<file path="config.mk">
export PLATFORM = sky130hd
export DESIGN_NAME = inv_mix_column_seq
export DESIGN_NICKNAME = d
export VERILOG_FILES = /design/src/rtl/inv_mix_column_seq.sv
export SDC_FILE = /design/constraint.sdc
export NUM_CORES = 1
export LEC_CHECK = 0
export ABC_AREA = 1
export BUFFER_PORTS_ARGS = -buffer_cell sky130_fd_sc_hd__buf_2
export CAP_MARGIN = 20
export CORE_MARGIN = 5
export CORE_UTILIZATION = 60
export DETAILED_ROUTE_END_ITERATION = 10
export HOLD_SLACK_MARGIN = 0.12
export PLACE_DENSITY = 0.91
export REMOVE_ABC_BUFFERS = 1
export SKIP_CTS_REPAIR_TIMING = 1
export SLEW_MARGIN = 40
export SYNTH_ARGS = -nofsm -noshare
export SYNTH_HDL_FRONTEND = slang
export SYNTH_SLANG_ARGS = --single-unit
</file>
<file path="constraint.sdc">
create_clock -name clk -period 6.1 [get_ports clk]
set_input_delay 0 -clock clk [delete_from_list [all_inputs] [get_ports clk]]
set_output_delay 0 -clock clk [all_outputs]
set_load 0.01 [all_outputs]
</file>
<file path="src/rtl/inv_mix_column_seq.sv">
// Sequential AES InvMixColumns: one column per cycle through a shared engine, plus inverse-xtime of the round constant.
// Latency 4 cycles from accept to out_valid; in_ready only in IDLE, result held in DONE until out_ready.
// Backpressure: out_ready=0 in DONE stalls indefinitely with outputs stable; new blocks wait on in_ready.
module inv_mix_column_seq (
    input  logic         clk,
    input  logic         rst,
    input  logic         in_valid,
    output logic         in_ready,
    input  logic [127:0] state_in,
    input  logic [7:0]   rcon_in,
    output logic         out_valid,
    input  logic         out_ready,
    output logic [127:0] state_out,
    output logic [7:0]   rcon_out
);

    typedef enum logic [1:0] {
        IDLE = 2'd0,
        CALC = 2'd1,
        DONE = 2'd2
    } fsm_t;

    fsm_t         fsm;
    logic [1:0]   col;
    logic [127:0] data_q;
    logic [7:0]   rcon_q;
    logic [31:0]  col_in;
    logic [31:0]  col_out;

    function automatic logic [7:0] xtime(input logic [7:0] b);
        xtime = {b[6:0], 1'b0} ^ (b[7] ? 8'h1b : 8'h00);
    endfunction

    // Inverse of xtime: undo the conditional reduction, then shift back in the lost MSB.
    function automatic logic [7:0] inv_xtime(input logic [7:0] b);
        inv_xtime = b[0] ? (((b ^ 8'h1b) >> 1) | 8'h80) : (b >> 1);
    endfunction

    // Product with one of 09/0b/0d/0e from the x2/x4/x8 chain; sel: 0=0e 1=0b 2=0d 3=09.
    function automatic logic [7:0] mul_inv(input logic [7:0] b, input logic [1:0] sel);
        logic [7:0] x2, x4, x8;
        x2 = xtime(b);
        x4 = xtime(x2);
        x8 = xtime(x4);
        case (sel)
            2'd0:    mul_inv = x8 ^ x4 ^ x2;
            2'd1:    mul_inv = x8 ^ x2 ^ b;
            2'd2:    mul_inv = x8 ^ x4 ^ b;
            default: mul_inv = x8 ^ b;
        endcase
    endfunction

    function automatic logic [31:0] inv_mix_col(input logic [31:0] c);
        logic [7:0] a0, a1, a2, a3;
        a0 = c[31:24];
        a1 = c[23:16];
        a2 = c[15:8];
        a3 = c[7:0];
        inv_mix_col[31:24] = mul_inv(a0, 2'd0) ^ mul_inv(a1, 2'd1) ^ mul_inv(a2, 2'd2) ^ mul_inv(a3, 2'd3);
        inv_mix_col[23:16] = mul_inv(a0, 2'd3) ^ mul_inv(a1, 2'd0) ^ mul_inv(a2, 2'd1) ^ mul_inv(a3, 2'd2);
        inv_mix_col[15:8]  = mul_inv(a0, 2'd2) ^ mul_inv(a1, 2'd3) ^ mul_inv(a2, 2'd0) ^ mul_inv(a3, 2'd1);
        inv_mix_col[7:0]   = mul_inv(a0, 2'd1) ^ mul_inv(a1, 2'd2) ^ mul_inv(a2, 2'd3) ^ mul_inv(a3, 2'd0);
    endfunction

    // Single shared engine fed by the column counter.
    always_comb begin
        col_in = 32'h0;
        case (col)
            2'd0:    col_in = data_q[127:96];
            2'd1:    col_in = data_q[95:64];
            2'd2:    col_in = data_q[63:32];
            default: col_in = data_q[31:0];
        endcase
    end

    assign col_out = inv_mix_col(col_in);

    always_ff @(posedge clk or posedge rst) begin
        if (rst) begin
            fsm       <= IDLE;
            col       <= 2'd0;
            data_q    <= 128'h0;
            rcon_q    <= 8'h00;
            in_ready  <= 1'b1;
            out_valid <= 1'b0;
        end else begin
            case (fsm)
                IDLE: begin
                    if (in_valid) begin
                        data_q   <= state_in;
                        rcon_q   <= inv_xtime(rcon_in);
                        col      <= 2'd0;
                        fsm      <= CALC;
                        in_ready <= 1'b0;
                    end
                end
                CALC: begin
                    case (col)
                        2'd0:    data_q[127:96] <= col_out;
                        2'd1:    data_q[95:64]  <= col_out;
                        2'd2:    data_q[63:32]  <= col_out;
                        default: data_q[31:0]   <= col_out;
                    endcase
                    col <= col + 2'd1;
                    if (col == 2'd3) begin
                        fsm       <= DONE;
                        out_valid <= 1'b1;
                    end
                end
                DONE: begin
                    if (out_ready) begin
                        fsm       <= IDLE;
                        out_valid <= 1'b0;
                        in_ready  <= 1'b1;
                    end
                end
                default: begin
                    fsm       <= IDLE;
                    out_valid <= 1'b0;
                    in_ready  <= 1'b1;
                end
            endcase
        end
    end

    assign state_out = data_q;
    assign rcon_out  = rcon_q;

endmodule

</file>
==> flow_metrics.py <==
metrics = {
    "synthesis": {
        "ys_types": 44,
        "synthArstFlopShare_pct": 100,
        "ys_warn_count": 0,
        "synth_ff_type": "dfrtp_1",
        "synth_cells": 1774,
        "avgSynthCellArea_um2": 6.43,
        "synth-seq-cells": 142,
        "synth-edff-count": 0,
        "yosysSeqAreaShare_pct": 31.2,
        "syn-cell-area_um2": 11400,
    },
    "floorplanning": {
        "core-area_um2": 18700,
        "dieArea_um2": 21900,
        "ios": 278,
        "die_w_um": 148,
        "row_count": 50,
        "start_util_pct": 61.0,
        "die_y_um": 148,
    },
    "critical_path": {
        "critPathKind": "register to register",
        "reg2reg_slack_ps": 2040,
        "required_ps": 6470,
        "rr_endpoint": "state_out[59]",
        "path_max_fanout": 18,
        "crit_family": "simple AND/OR/NAND/NOR gates",
        "cp_data_arrival_time_ps": 4430,
        "crit_slowest_cell": "ha_1",
        "rr_startpoint": "col[0]",
        "crit_chain": "inv_1, ha_1, buf_4, nand2_1, nand2_1, nor2_1, nor2_2, inv_1, nand2_1, nand2_1, nand2_1, nand2_1, nand3b_1, nand2_1, inv_1, nand2_1, nand3_1, a21oi_1",
        "max_stage_delay_ps": 780,
        "crit_top_cell": "nand2_1",
        "critical_path.startpoint_type": "register",
        "crit_path_end_kind": "register",
        "critPathBufInv": 4,
        "reg2regPathDepth": 18,
    },
    "cells_and_area": {
        "fillerInstances": 1246,
        "finalInstanceArea_um2": 14900,
        "drive_above_1_share_pct": 20.1,
        "syn2layout_area_growth_pct": 30.9,
        "fin_util_pct": 79.8,
        "layout.nets": 2309,
        "diodes": 0,
    },
    "clock_network": {
        "tritoncts": "done",
        "clock_path_buffers": 2,
        "cts_root_buffer": "clkbuf_16",
        "cts_buffers": 17,
        "htree_num_levels": 4,
        "insertion_delay_ps": 460,
        "clock_sinks": 142,
        "clk_pin_slew_ps": 70,
    },
    "route": {
        "routed_wl_mm": 49.6,
        "via_count": 14500,
        "postRouteAntennaNets": 0,
        "drtPass1Iterations": 6,
        "wl_per_cell_um": 20.6,
        "via_per_inst": 6.01,
        "first_iter_violations": 1898,
        "drc": 0,
    },
    "placement": {
        "gp_congestion": 1.08,
        "place.port_buffers": 277,
        "post_dp_cell_area_um2": 13000,
        "hpwlAfterDp_mm": 31.7,
        "pre_cts_ws_ps": 2350,
    },
    "timing": {
        "drv_slew": 0,
        "fin_crit_ps": 4060,
        "max_slew.worst_pin.slew_ps": 922,
        "hold_viol": 0,
        "rsz0062_at_grt": "false",
        "period_share_pct": 66.6,
        "setup_viol": 0,
        "slew_headroom_pct": 38.6,
        "fmax_ghz": 0.246,
        "skew_ps": 15.1,
        "setup_ws_ps": 2040,
        "finalSetupTns_ps": 0,
    },
    "global_routing": {
        "antenna_found_initial": 0,
        "grt_pass1_vias": 12200,
        "grt_max_degree": 86,
        "grt_pass1_wl_mm": 65.3,
        "gr-total-overflow": 0,
        "grt_usage_pct": 37.7,
    },
    "hold_path": {
        "hp-class": "input pin to asynchronous set/reset pin",
    },
    "job": {
        "cap_violations": 0,
    },
    "outcome": {
        "status": "finished clean",
    },
}
how the worst max path moves through the flow:
stage | startpoint | to | depth (start not counted)
after CTS | col[0] | state_out[59] | 18
after global routing | col[0] | state_out[36] | 21
after detailed placement | col[0] | state_out[59] | 18
after floorplan | fsm[1] | state_out[112] | 6
final | col[0] | state_out[59] | 18
after global placement | col[0] | state_out[63] | 13
metrics by stage:
stage	std cells	hold slack [ps]
after detailed placement	2241	132
after global routing	2411	277
after global placement	2238	130
final	2411	198
after floorplan	1715	109
after CTS	2273	-329
Yosys cell counts (9+ instances only):
cell,instances,area [um^2]
nand2_1,706,2650
a21oi_1,223,1120
nor2_1,172,646
dfrtp_1,141,3530
inv_1,116,435
nand3_1,104,521
xor2_1,67,587
clkbuf_1,40,150
xnor2_1,32,280
nand2_2,24,150
nand3_2,15,150
nor2_2,13,81.3
nor2_4,13,146
o21ai_0,9,45.0
metal layers:
metal	global-route usage [%]	part of all wire (%)
met1	50.9	36
met2	60.8	46
met3	6.81	12
met4	14.2	6.1
met5	0	0
registers in the layout (all words and copies together) (netlist names):
signal,flops
out_valid,1
rcon_out,8
fsm,2
col,2
in_ready,1
state_out,128
worst register-to-register path, stage by stage (launching register included):
cell and delay, ps:
dfrtp_1 440, inv_1 150, ha_1 780, buf_4 370, nand2_1 110, nand2_1 80
nor2_1 90, nor2_2 350, inv_1 200, nand2_1 100, nand2_1 170, nand2_1 190
nand2_1 110, nand3b_1 170, nand2_1 80, inv_1 40, nand2_1 60, nand3_1 240
a21oi_1 240
cell families (layout without fill, tap and decap cells):
kind of cell | count (synthesis) | count (layout) | synth area share [%]
compound gates | 268 | 268 | 13.4
flops | 142 | 142 | 31.2
fa+ha+maj | 5 | 5 | 0.548
buf+inv | 184 | 587 | 6.78
simple gates | 1069 | 1069 | 39.5
xor+xnor | 106 | 106 | 8.60
final cells by class:
cell class	instances	area [um^2]	area share, %
multi-input combinational	1448	7130	47.7
clock buffer	18	429	2.87
clock inverter	14	123	0.821
timing repair buffer	430	2920	19.6
inverter	125	482	3.23
tap	234	293	1.96
sequential	142	3550	23.8
cells in the final DEF (no fill, tap or decap), types with 5 or more instances in the layout:
cell type,count
inv_2,8
nand2_2,24
xor2_1,67
a21oi_1,221
xnor2_1,32
buf_4,10
ha_1,5
nand3b_1,5
o21bai_4,5
dfrtp_1,141
o21ai_1,5
nand2_1,706
or2_1,7
xor2_2,6
inv_6,6
nand3_2,15
clkbuf_16,17
inv_1,113
o21ai_0,9
nor2_1,171
o21bai_2,5
buf_2,277
nor2_2,13
nand3_1,104
dlygate4sd3_1,138
nor2_4,14
Power is not shown: default switching activity piles up to over one toggle a cycle in this logic, so the estimate is an artifact.
